`src/rtl/qspi_cmd_pkg.sv`:
```
// Shared definitions for the QSPI command arbiter: operation codes,
// flash opcodes, FSM state encoding and the write-sequence helpers.
package qspi_cmd_pkg;

   localparam logic [3:0] CMD_RDID  = 4'd0;
   localparam logic [3:0] CMD_WREN  = 4'd1;
   localparam logic [3:0] CMD_SE    = 4'd2;
   localparam logic [3:0] CMD_RDSR  = 4'd3;
   localparam logic [3:0] CMD_PP    = 4'd5;
   localparam logic [3:0] CMD_WNVCR = 4'd6;
   localparam logic [3:0] CMD_QPP   = 4'd8;

   localparam logic [7:0] OPC_WREN = 8'h06;
   localparam logic [7:0] OPC_RDSR = 8'h05;

   typedef enum logic [2:0] {
      ST_IDLE,
      ST_WREN,
      ST_GAP,
      ST_OP,
      ST_POLL,
      ST_ACK
   } state_t;

   // Operations that modify the array need a Write Enable in front.
   function automatic logic needs_wren(input logic [3:0] op);
      return (op == CMD_SE) || (op == CMD_PP) || (op == CMD_WNVCR) || (op == CMD_QPP);
   endfunction

   // The same operations leave the device busy and must be polled.
   function automatic logic needs_poll(input logic [3:0] op);
      return needs_wren(op);
   endfunction

endpackage

```
`src/rtl/qspi_rr_arb2.sv`:
```
// Two-port round-robin grant. The pointer remembers the last served port;
// on a tie the other port wins, a lone request always wins.
module qspi_rr_arb2 (
   input  logic clk_25M,
   input  logic I_rst,
   input  logic req0,
   input  logic req1,
   input  logic upd_en,
   input  logic upd_port,
   output logic gnt_valid,
   output logic gnt_port
);

   logic last_port;

   // Grant selection from the current requests and the last-served pointer.
   always_comb begin
      gnt_valid = req0 | req1;
      if (req0 && req1) begin
         gnt_port = ~last_port;
      end else begin
         gnt_port = req1;
      end
   end

   // Pointer resets to port 1 so port 0 wins the first tie.
   always_ff @(posedge clk_25M) begin
      if (I_rst) begin
         last_port <= 1'b1;
      end else if (upd_en) begin
         last_port <= upd_port;
      end
   end

endmodule

```
`src/rtl/qspi_cmd_arbiter.sv`:
```
// Shares one QSPI command driver between two requesters. Each grant runs
// as an atomic sequence: optional WREN, the main op, optional status polls,
// with a one-cycle idle gap after every driver completion.
//
// state   | meaning
// --------+-----------------------------------------------------------
// IDLE    | no command active, arbitrate and latch the winner
// WREN    | Write Enable (06h) active, wait for done
// GAP     | one cycle with command inactive, then enter gap_next
// OP      | main operation active, capture read byte on done
// POLL    | Read Status (05h) active, check busy bit on done
// ACK     | completion pulse already issued, update pointer
module qspi_cmd_arbiter
   import qspi_cmd_pkg::*;
#(
   parameter logic [15:0] POLL_MAX = 16'hFFFF
) (
   input  logic        clk_25M,
   input  logic        I_rst,
   input  logic        W_req0,
   input  logic        W_req1,
   input  logic [3:0]  W_req_type0,
   input  logic [3:0]  W_req_type1,
   input  logic [7:0]  W_req_cmd0,
   input  logic [7:0]  W_req_cmd1,
   input  logic [23:0] W_req_addr0,
   input  logic [23:0] W_req_addr1,
   input  logic [15:0] W_req_data0,
   input  logic [15:0] W_req_data1,
   input  logic        W_done_sig,
   input  logic [7:0]  W_read_data,
   output logic [4:0]  R_cmd_type,
   output logic [7:0]  R_flash_cmd,
   output logic [23:0] R_flash_addr,
   output logic [15:0] R_wr_data,
   output logic        R_ack0,
   output logic        R_ack1,
   output logic [7:0]  R_rdata0,
   output logic [7:0]  R_rdata1,
   output logic        R_err0,
   output logic        R_err1
);

   state_t      state;
   state_t      gap_next;
   logic        sel;
   logic [3:0]  lat_type;
   logic [7:0]  lat_cmd;
   logic [23:0] lat_addr;
   logic [15:0] lat_data;
   logic [7:0]  lat_rdata;
   logic        lat_err;
   logic [15:0] poll_cnt;
   logic [16:0] poll_inc;

   logic        gnt_valid;
   logic        gnt_port;
   logic        done_act;

   logic [3:0]  sel_type;
   logic [7:0]  sel_cmd;
   logic [23:0] sel_addr;
   logic [15:0] sel_data;

   qspi_rr_arb2 u_arb (
      .clk_25M   (clk_25M),
      .I_rst     (I_rst),
      .req0      (W_req0),
      .req1      (W_req1),
      .upd_en    (state == ST_ACK),
      .upd_port  (sel),
      .gnt_valid (gnt_valid),
      .gnt_port  (gnt_port)
   );

   // A done pulse only counts while a command is actually being driven.
   assign done_act = W_done_sig & R_cmd_type[4];
   assign poll_inc = {1'b0, poll_cnt} + 17'd1;

   // Request fields of the port the arbiter would grant this cycle.
   always_comb begin
      if (gnt_port) begin
         sel_type = W_req_type1;
         sel_cmd  = W_req_cmd1;
         sel_addr = W_req_addr1;
         sel_data = W_req_data1;
      end else begin
         sel_type = W_req_type0;
         sel_cmd  = W_req_cmd0;
         sel_addr = W_req_addr0;
         sel_data = W_req_data0;
      end
   end

   // Transaction sequencer with registered command and completion outputs.
   always_ff @(posedge clk_25M) begin
      if (I_rst) begin
         state        <= ST_IDLE;
         gap_next     <= ST_IDLE;
         sel          <= 1'b0;
         lat_type     <= 4'd0;
         lat_cmd      <= 8'd0;
         lat_addr     <= 24'd0;
         lat_data     <= 16'd0;
         lat_rdata    <= 8'd0;
         lat_err      <= 1'b0;
         poll_cnt     <= 16'd0;
         R_cmd_type   <= 5'd0;
         R_flash_cmd  <= 8'd0;
         R_flash_addr <= 24'd0;
         R_wr_data    <= 16'd0;
         R_ack0       <= 1'b0;
         R_ack1       <= 1'b0;
         R_rdata0     <= 8'd0;
         R_rdata1     <= 8'd0;
         R_err0       <= 1'b0;
         R_err1       <= 1'b0;
      end else begin
         R_ack0 <= 1'b0;
         R_ack1 <= 1'b0;
         case (state)
            ST_IDLE: begin
               if (gnt_valid) begin
                  sel      <= gnt_port;
                  lat_type <= sel_type;
                  lat_cmd  <= sel_cmd;
                  lat_addr <= sel_addr;
                  lat_data <= sel_data;
                  lat_err  <= 1'b0;
                  poll_cnt <= 16'd0;
                  if (needs_wren(sel_type)) begin
                     state       <= ST_WREN;
                     R_cmd_type  <= {1'b1, CMD_WREN};
                     R_flash_cmd <= OPC_WREN;
                  end else begin
                     state        <= ST_OP;
                     R_cmd_type   <= {1'b1, sel_type};
                     R_flash_cmd  <= sel_cmd;
                     R_flash_addr <= sel_addr;
                     R_wr_data    <= sel_data;
                  end
               end
            end
            ST_WREN: begin
               if (done_act) begin
                  state       <= ST_GAP;
                  gap_next    <= ST_OP;
                  R_cmd_type  <= 5'd0;
                  R_flash_cmd <= 8'd0;
               end
            end
            ST_OP: begin
               if (done_act) begin
                  lat_rdata   <= W_read_data;
                  state       <= ST_GAP;
                  gap_next    <= needs_poll(lat_type) ? ST_POLL : ST_ACK;
                  R_cmd_type  <= 5'd0;
                  R_flash_cmd <= 8'd0;
               end
            end
            ST_POLL: begin
               if (done_act) begin
                  state       <= ST_GAP;
                  R_cmd_type  <= 5'd0;
                  R_flash_cmd <= 8'd0;
                  if (!W_read_data[0]) begin
                     gap_next <= ST_ACK;
                  end else if (poll_inc >= {1'b0, POLL_MAX}) begin
                     poll_cnt <= POLL_MAX;
                     lat_err  <= 1'b1;
                     gap_next <= ST_ACK;
                  end else begin
                     poll_cnt <= poll_inc[15:0];
                     gap_next <= ST_POLL;
                  end
               end
            end
            ST_GAP: begin
               state <= gap_next;
               case (gap_next)
                  ST_OP: begin
                     poll_cnt     <= 16'd0;
                     R_cmd_type   <= {1'b1, lat_type};
                     R_flash_cmd  <= lat_cmd;
                     R_flash_addr <= lat_addr;
                     R_wr_data    <= lat_data;
                  end
                  ST_POLL: begin
                     R_cmd_type  <= {1'b1, CMD_RDSR};
                     R_flash_cmd <= OPC_RDSR;
                  end
                  ST_ACK: begin
                     if (sel) begin
                        R_ack1   <= 1'b1;
                        R_rdata1 <= lat_rdata;
                        R_err1   <= lat_err;
                     end else begin
                        R_ack0   <= 1'b1;
                        R_rdata0 <= lat_rdata;
                        R_err0   <= lat_err;
                     end
                  end
                  default: begin
                  end
               endcase
            end
            ST_ACK: begin
               state <= ST_IDLE;
            end
            default: begin
               state <= ST_IDLE;
            end
         endcase
      end
   end

endmodule

```
`config.mk`:
```
export PLATFORM = sky130hd
export DESIGN_NAME = qspi_cmd_arbiter
export DESIGN_NICKNAME = d
export VERILOG_FILES = /design/src/rtl/qspi_cmd_pkg.sv /design/src/rtl/qspi_rr_arb2.sv /design/src/rtl/qspi_cmd_arbiter.sv
export SDC_FILE = /design/constraint.sdc
export NUM_CORES = 1
export LEC_CHECK = 0
export ABC_AREA = 0
export CELL_PAD_IN_SITES_DETAIL_PLACEMENT = 2
export CELL_PAD_IN_SITES_GLOBAL_PLACEMENT = 2
export CORE_MARGIN = 10
export CORE_UTILIZATION = 26
export DETAILED_ROUTE_END_ITERATION = 8
export GPL_ROUTABILITY_DRIVEN = 0
export GPL_TIMING_DRIVEN = 0
export PLACE_DENSITY_LB_ADDON = 0.1
export SLEW_MARGIN = 10
export SYNTH_ARGS = -nofsm -noshare
export SYNTH_HDL_FRONTEND = slang
export SYNTH_SLANG_ARGS = --single-unit
```
`constraint.sdc`:
```
create_clock -name clk_25M -period 2.1 [get_ports clk_25M]
set_input_delay 0.63 -clock clk_25M [delete_from_list [all_inputs] [get_ports clk_25M]]
set_output_delay 0.63 -clock clk_25M [all_outputs]
set_load 0.03 [all_outputs]
```
==> metrics.txt <==
chip width 188 um; Clk Latency, worst-skew pair 0.44 ns; Non-Filler Instances 1491; Rows 61; CP Launch Type flip-flop; fmax 478 MHz; status complete, no violations; sequential share of power 0.372; antenna violations before repair 1; CTS root buffer clkbuf_16; Cells on Worst Hold Path 2; pin count of the biggest net entering global routing 17; Switching Power 3.02 mW; mapped cell area 7370 um2; first-pass GRT wire length 49500 um; Synth Flop Type dfxtp_1; Warnings, synthesis 0; Clk network pwr share 0.379; Initial Utilization 0.265; Worst Slack Setup Final 0.00900 ns; combinational power share 0.249; Post-DP HPWL 23100 um; post-DR wirelength/cell 21.9 um; flops & latches, synth 158; final setup skew 0.0124 ns; Slew headroom 0.445; layout cells sized above 1 0.193; most numerous cell in the Yosys netlist dfxtp_1; NumNets Final 1218; fin crit period 2.09 ns; Syn Area/Cell 8.55 um2; worst slack, placed -1.46 ns; post-synthesis sequential area ratio 0.429; Tot GR Track Use 0.175; CTS tree built; CTS Buffer Depth 2; final setup vio count 0; die area 35500 um2; placed insts 1428; H-tree levels 4; Area Overhead vs Synth 54.7%; Sw Share 0.325; Internal Power 6.28 mW; Detailed Routing Iterations Pass 1 4; largest area contributor in the netlist dfxtp_1; Power Dens Cells 815 nW/um2; iteration-0 DRC count of the detailed router 253; max_cap viols 0; Die Y 188 um; Async SR Flop Fraction 0; Inserted Clock Buffers 17; Critical Path Fanout Max 7; Leak 4.58 nW; Synth top area share 0.429; Hold WS 0.464 ns; global route overflow 0; remaining routing DRC violations 0; Synth cell types 66; crit end category flip-flop; Max Slew Vio Count 0; Period Utilization, post-route 0.996; CP Cell Sequence ha_4 -> nand3_4 -> nor4_4 -> xnor2_2 -> o31a_1 -> a21o_1 -> a211oi_2; DR vias 7632; Worst EP arrival 2.45 ns; Max VDD drop 0.000498 V; Mapped Nets 981; number of synthesized flops with an enable pin 0; Worst EP required 2.46 ns; number of global-route vias before repair 8355; RSZ-0062 raised after global routing yes; Commonest cells post-synth dfxtp_1, nor2_1, a21oi_1, nand2_1, mux2i_1; Post-Syn Instances 862; core footprint 27900 um2; Worst-Margin Slew 0.833 ns; drt via density 5.12; Num Clock Sinks 158; CP peak stage delay 0.42 ns; final hold vios 0; cells on worst reg2reg path 7; IO buf count 188; Detail Route Antenna Nets 0; final wirelength 32600 um; Clock transition at path regs 0.07 ns; WS Path Type reg2reg; crit path max-delay cell type o31a_1; # IOs 190; top cells by area, synth dfxtp_1, mux2i_1, a211oi_1; HP Class reg2reg
[metrics by stage]
stage	TNS [ns]	power, mW	utilization	cell area, um2
2_1_floorplan	0	4.62	-	7370
3_3_place_gp	-145.78	5.54	0.349	9730
3_5_place_dp	-154.03	5.57	0.349	9730
4_1_cts	0	9.25	0.394	11000
5_1_grt	-0.462	9.72	0.409	11400
6_report	0	9.29	0.409	11400
[power by group through the flow]
stage,clock network (mW),logic [mW],registers (mW)
after floorplan,0,0.913,3.71
after global placement,0,2.04,3.50
after detailed placement,0,2.07,3.51
after CTS,3.59,2.21,3.45
after global routing,3.71,2.51,3.50
final,3.52,2.31,3.46
[logic make-up (layout without fill, tap and decap cells)]
kind of cell,Yosys count,count (layout),synth area share
AO/OA/AOI/OAI,246,246,0.226
XOR/XNOR,4,4,0.00475
adder cells (fa/ha/maj),2,2,0.00339
buffers and inverters,83,333,0.0506
flip-flops,158,158,0.429
multiplexers,72,72,0.0979
other,0,1,0
AND/OR/NAND/NOR,297,297,0.188
[path summary, 6_finish.rpt]
path | startpoint | to | slack [ns]
worst max-delay path | poll_cnt[1]$_SDFFE_PP0P_ | gap_next[0]$_SDFFE_PP0P_ | 0.009
worst min-delay path | lat_cmd[1]$_SDFFE_PP0P_ | lat_cmd[1]$_SDFFE_PP0P_ | 0.46
worst max register to register | poll_cnt[1]$_SDFFE_PP0P_ | gap_next[0]$_SDFFE_PP0P_ | 0.009
worst min register to register | lat_cmd[1]$_SDFFE_PP0P_ | lat_cmd[1]$_SDFFE_PP0P_ | 0.46
[cells in the final DEF (no fill, tap or decap), types with 15 or more instances in the layout]
master	Yosys	layout
nand2_1	79	77
a21oi_1	79	75
nor3_1	20	15
clkbuf_16	0	21
mux2i_1	71	59
clkbuf_1	58	23
dfxtp_1	158	147
buf_4	1	29
clkbuf_2	0	23
a211oi_1	56	54
clkdlybuf4s50_1	0	107
nor2_1	109	104
dlygate4sd2_1	0	67
nand3_1	46	46
o21ai_0	21	21
o221ai_1	40	23
[state kept, by name, indices dropped and copies added (netlist names), 16 cells and up]
name,flops
R_flash_addr,24
R_wr_data,16
lat_addr,24
lat_data,16
poll_cnt,16
[area by class of cell]
class | instances | area (um2)
fill | 3029 | 16500
clock buffer | 17 | 425
sequential | 158 | 3180
clock inverter | 15 | 218
inverter | 5 | 18.8
tap | 378 | 473
buffer | 73 | 520
timing repair buffer | 223 | 2180
antenna | 1 | 2.50
multi-input combinational | 621 | 4380
[worst max-delay path: cells and delay by family (launching register included)]
kind	cells	cell delay (ns)
fa+ha+maj	1	0.16
xor+xnor	1	0.15
simple gates	2	0.47
compound gates	3	0.81
flops	1	0.40
[what timing repair did]
item                                    in CTS  in global routing
cloned                                       2                  3
hold buffers                                 0                  0
setup buffers                               18                 12
endpoints found under the setup margin     191                100
pin swaps                                   16                 24
gates resized for setup                    190                 76
[layer usage]
metal  wire, um  global-route usage  vias up  share of wire
met5         12                   0        -        0.00037
met4        382              0.0400        2          0.012
met3       1550              0.0434       29          0.047
met2      16400               0.306      133           0.50
met1      14200               0.210     3825           0.44
li1           -                   -     3643              -
No activity file was read; power rests on OpenSTA's default activity.
==> RTL edit: new RTL, config.mk and constraints unchanged <==
Make the reset (`I_rst`) asynchronous in 2 clocked blocks.
--- a/src/rtl/qspi_rr_arb2.sv
+++ b/src/rtl/qspi_rr_arb2.sv
@@ -26,3 +26,3 @@
    // Pointer resets to port 1 so port 0 wins the first tie.
-   always_ff @(posedge clk_25M) begin
+   always_ff @(posedge clk_25M or posedge I_rst) begin
       if (I_rst) begin
--- a/src/rtl/qspi_cmd_arbiter.sv
+++ b/src/rtl/qspi_cmd_arbiter.sv
@@ -95,3 +95,3 @@
    // Transaction sequencer with registered command and completion outputs.
-   always_ff @(posedge clk_25M) begin
+   always_ff @(posedge clk_25M or posedge I_rst) begin
       if (I_rst) begin
Check against the original RTL: differs if I_rst is asserted again (counterexample within 4 cycles, from zero or initial values and one cycle with I_rst high); with I_rst held inactive, the same outputs for 4 cycles.
==> RTL edit against the original RTL <==
Routed wire length decreased by 7.9%. Final cell count decreased by 5.8%. Design area increased by 0.44%. Critical endpoint is now R_wr_data[4]. Critical path depth unchanged. Synthesized cell count decreased by 12%. Area after synthesis increased by 7.5%. Sequential cell count unchanged. Largest cell class is now sequential cells. Setup slack improved by 0.036 ns. Sequential share of layout area increased by 6.7 points.
Power is not compared: it rests on default switching activity, and its combinational part moved more than twofold at a synthesized area within 25%.
==> RTL edit: results (changes against the original RTL) <==
| Metric | Value |
|---|---|
| Max IR drop VDD | `0.668 mV` |
| R2r setup slk | `0.05 ns (was 0.009 ns)` |
| Register area share after synthesis | `0.499 (was 0.429)` |
| # fillers | `3254 (was 3029)` |
| Post-cts sizing count | `117 (was 190)` |
| Compound-Gate Fraction of Synth Area | `0.133 (was 0.226)` |
| Placed Cells | `1343 (was 1428)` |
| Normalized max-slew margin | `0.611 (was 0.445)` |
| Clk buf depth | `2 (unchanged)` |
| CP Max Fanout | `7 (unchanged)` |
| Worst r2r path cells | `7 (unchanged)` |
| Worst setup startpoint | `u_arb.last_port (was poll_cnt[1])` |
| Iter 0 DRT Violations | `189 (was 253)` |
| Worst hold slack | `0.492 ns (was 0.464 ns)` |
| Setup crit end | `R_wr_data[4] (was gap_next[0])` |
| Cell count after synthesis | `759 (was 862)` |
| Pin count of the biggest net entering global routing | `36 (was 17)` |
| Post-Place Setup Slack | `-1.04 ns (was -1.46 ns)` |
| Clk pin slew, worst setup/hold paths | `0.07 ns (about the same)` |
| Synth Area in Adders | `0.00316 (was 0.00339)` |
| Root Buffer | `clkbuf_16 (unchanged)` |
| Dpl hpwl | `21500 µm (was 23100 µm)` |
| Port Buffer Count | `189 (was 188)` |
| Hold path endpoint | `R_flash_cmd[7] (was lat_cmd[1])` |
| Avg WL per Cell | `21.4 µm (was 21.9 µm)` |
| GRT Overall Usage | `0.155 (was 0.175)` |
| Worst endpoint data arrival time | `2.36 ns (was 2.45 ns)` |
| FMAX | `487 MHz (was 478 MHz)` |
| Worst Skew | `0.00847 ns (was 0.0124 ns)` |
| Placed standard-cell area | `0.0104 mm² (was 0.00973 mm²)` |
| Fin cells | `1405 (was 1491)` |
| Ys Warns | `0 (unchanged)` |
| Status | `finished, final reports clean (unchanged)` |
| Synth Area in XOR/XNOR | `0.00442 (was 0.00475)` |
| NumNets Final | `1121 (was 1218)` |
| Synth top area cells | `dfrtp_1 (50%), mux2_2 (8.0%), mux2_4 (5.3%) (was dfxtp_1 (43%), mux2i_1 (9.6%), a211oi_1 (5.7%))` |
| Vias in the first global route | `7762 (was 8355)` |
| Slowest cell on crit path | `dfstp_2 (was o31a_1)` |
| Post-synthesis cell type count | `68 (was 66)` |
| Layout cell share with drive strength beyond 1 | `0.240 (was 0.193)` |
| Commonest cells post-synth | `dfrtp_1 (157), nand2_1 (109), nor2_1 (70), mux2_2 (56), a21oi_1 (45) (was dfxtp_1 (158), nor2_1 (109), a21oi_1 (79), nand2_1 (79), mux2i_1 (71))` |
| Vias per cell | `4.86 (was 5.12)` |
| CP max stage delay | `0.57 ns (was 0.42 ns)` |
| Worst path top cell family by delay | `compound AO/OA/AOI/OAI gates (unchanged)` |
| Mux cell area share after synthesis | `0.176 (was 0.0979)` |
| Syn_nets | `878 (was 981)` |
| Post-synth ARST share | `1.00 (was 0)` |
| Worst hold start | `R_flash_cmd[7] (was lat_cmd[1])` |
| Post CTS Setup Buffer Count | `17 (was 18)` |
| First-pass GRT wire length | `47000 µm (was 49500 µm)` |
| Antenna violations before repair | `2 (was 1)` |
[RTL edit: report_power, final]
group          internal, mW  leakage [nW]  switching [mW]
registers              4.38          1.90           0.802
clock network          1.62         0.248            1.31
logic                  3.14          3.09            4.20
[RTL edit: routing by layer]
metal,vias to the layer above,part of all wire,track usage
met2,125,0.50,0.265
met5,-,0,0
met1,3484,0.45,0.193
met4,0,0.012,0.0358
met3,22,0.043,0.0365
li1,3196,-,-
[RTL edit: cell type report]
class / instances / area, µm² / share of cell area
Sequential cell: 158 / 3960 / 0.346
Multi-Input combinational cell: 535 / 3880 / 0.339
Timing Repair Buffer: 224 / 2190 / 0.191
Tap cell: 390 / 488 / 0.0426
Clock buffer: 20 / 437 / 0.0381
Buffer: 47 / 325 / 0.0284
Clock inverter: 11 / 96.3 / 0.00841
Inverter: 19 / 75.1 / 0.00655
Antenna cell: 1 / 2.50 / 0.000218
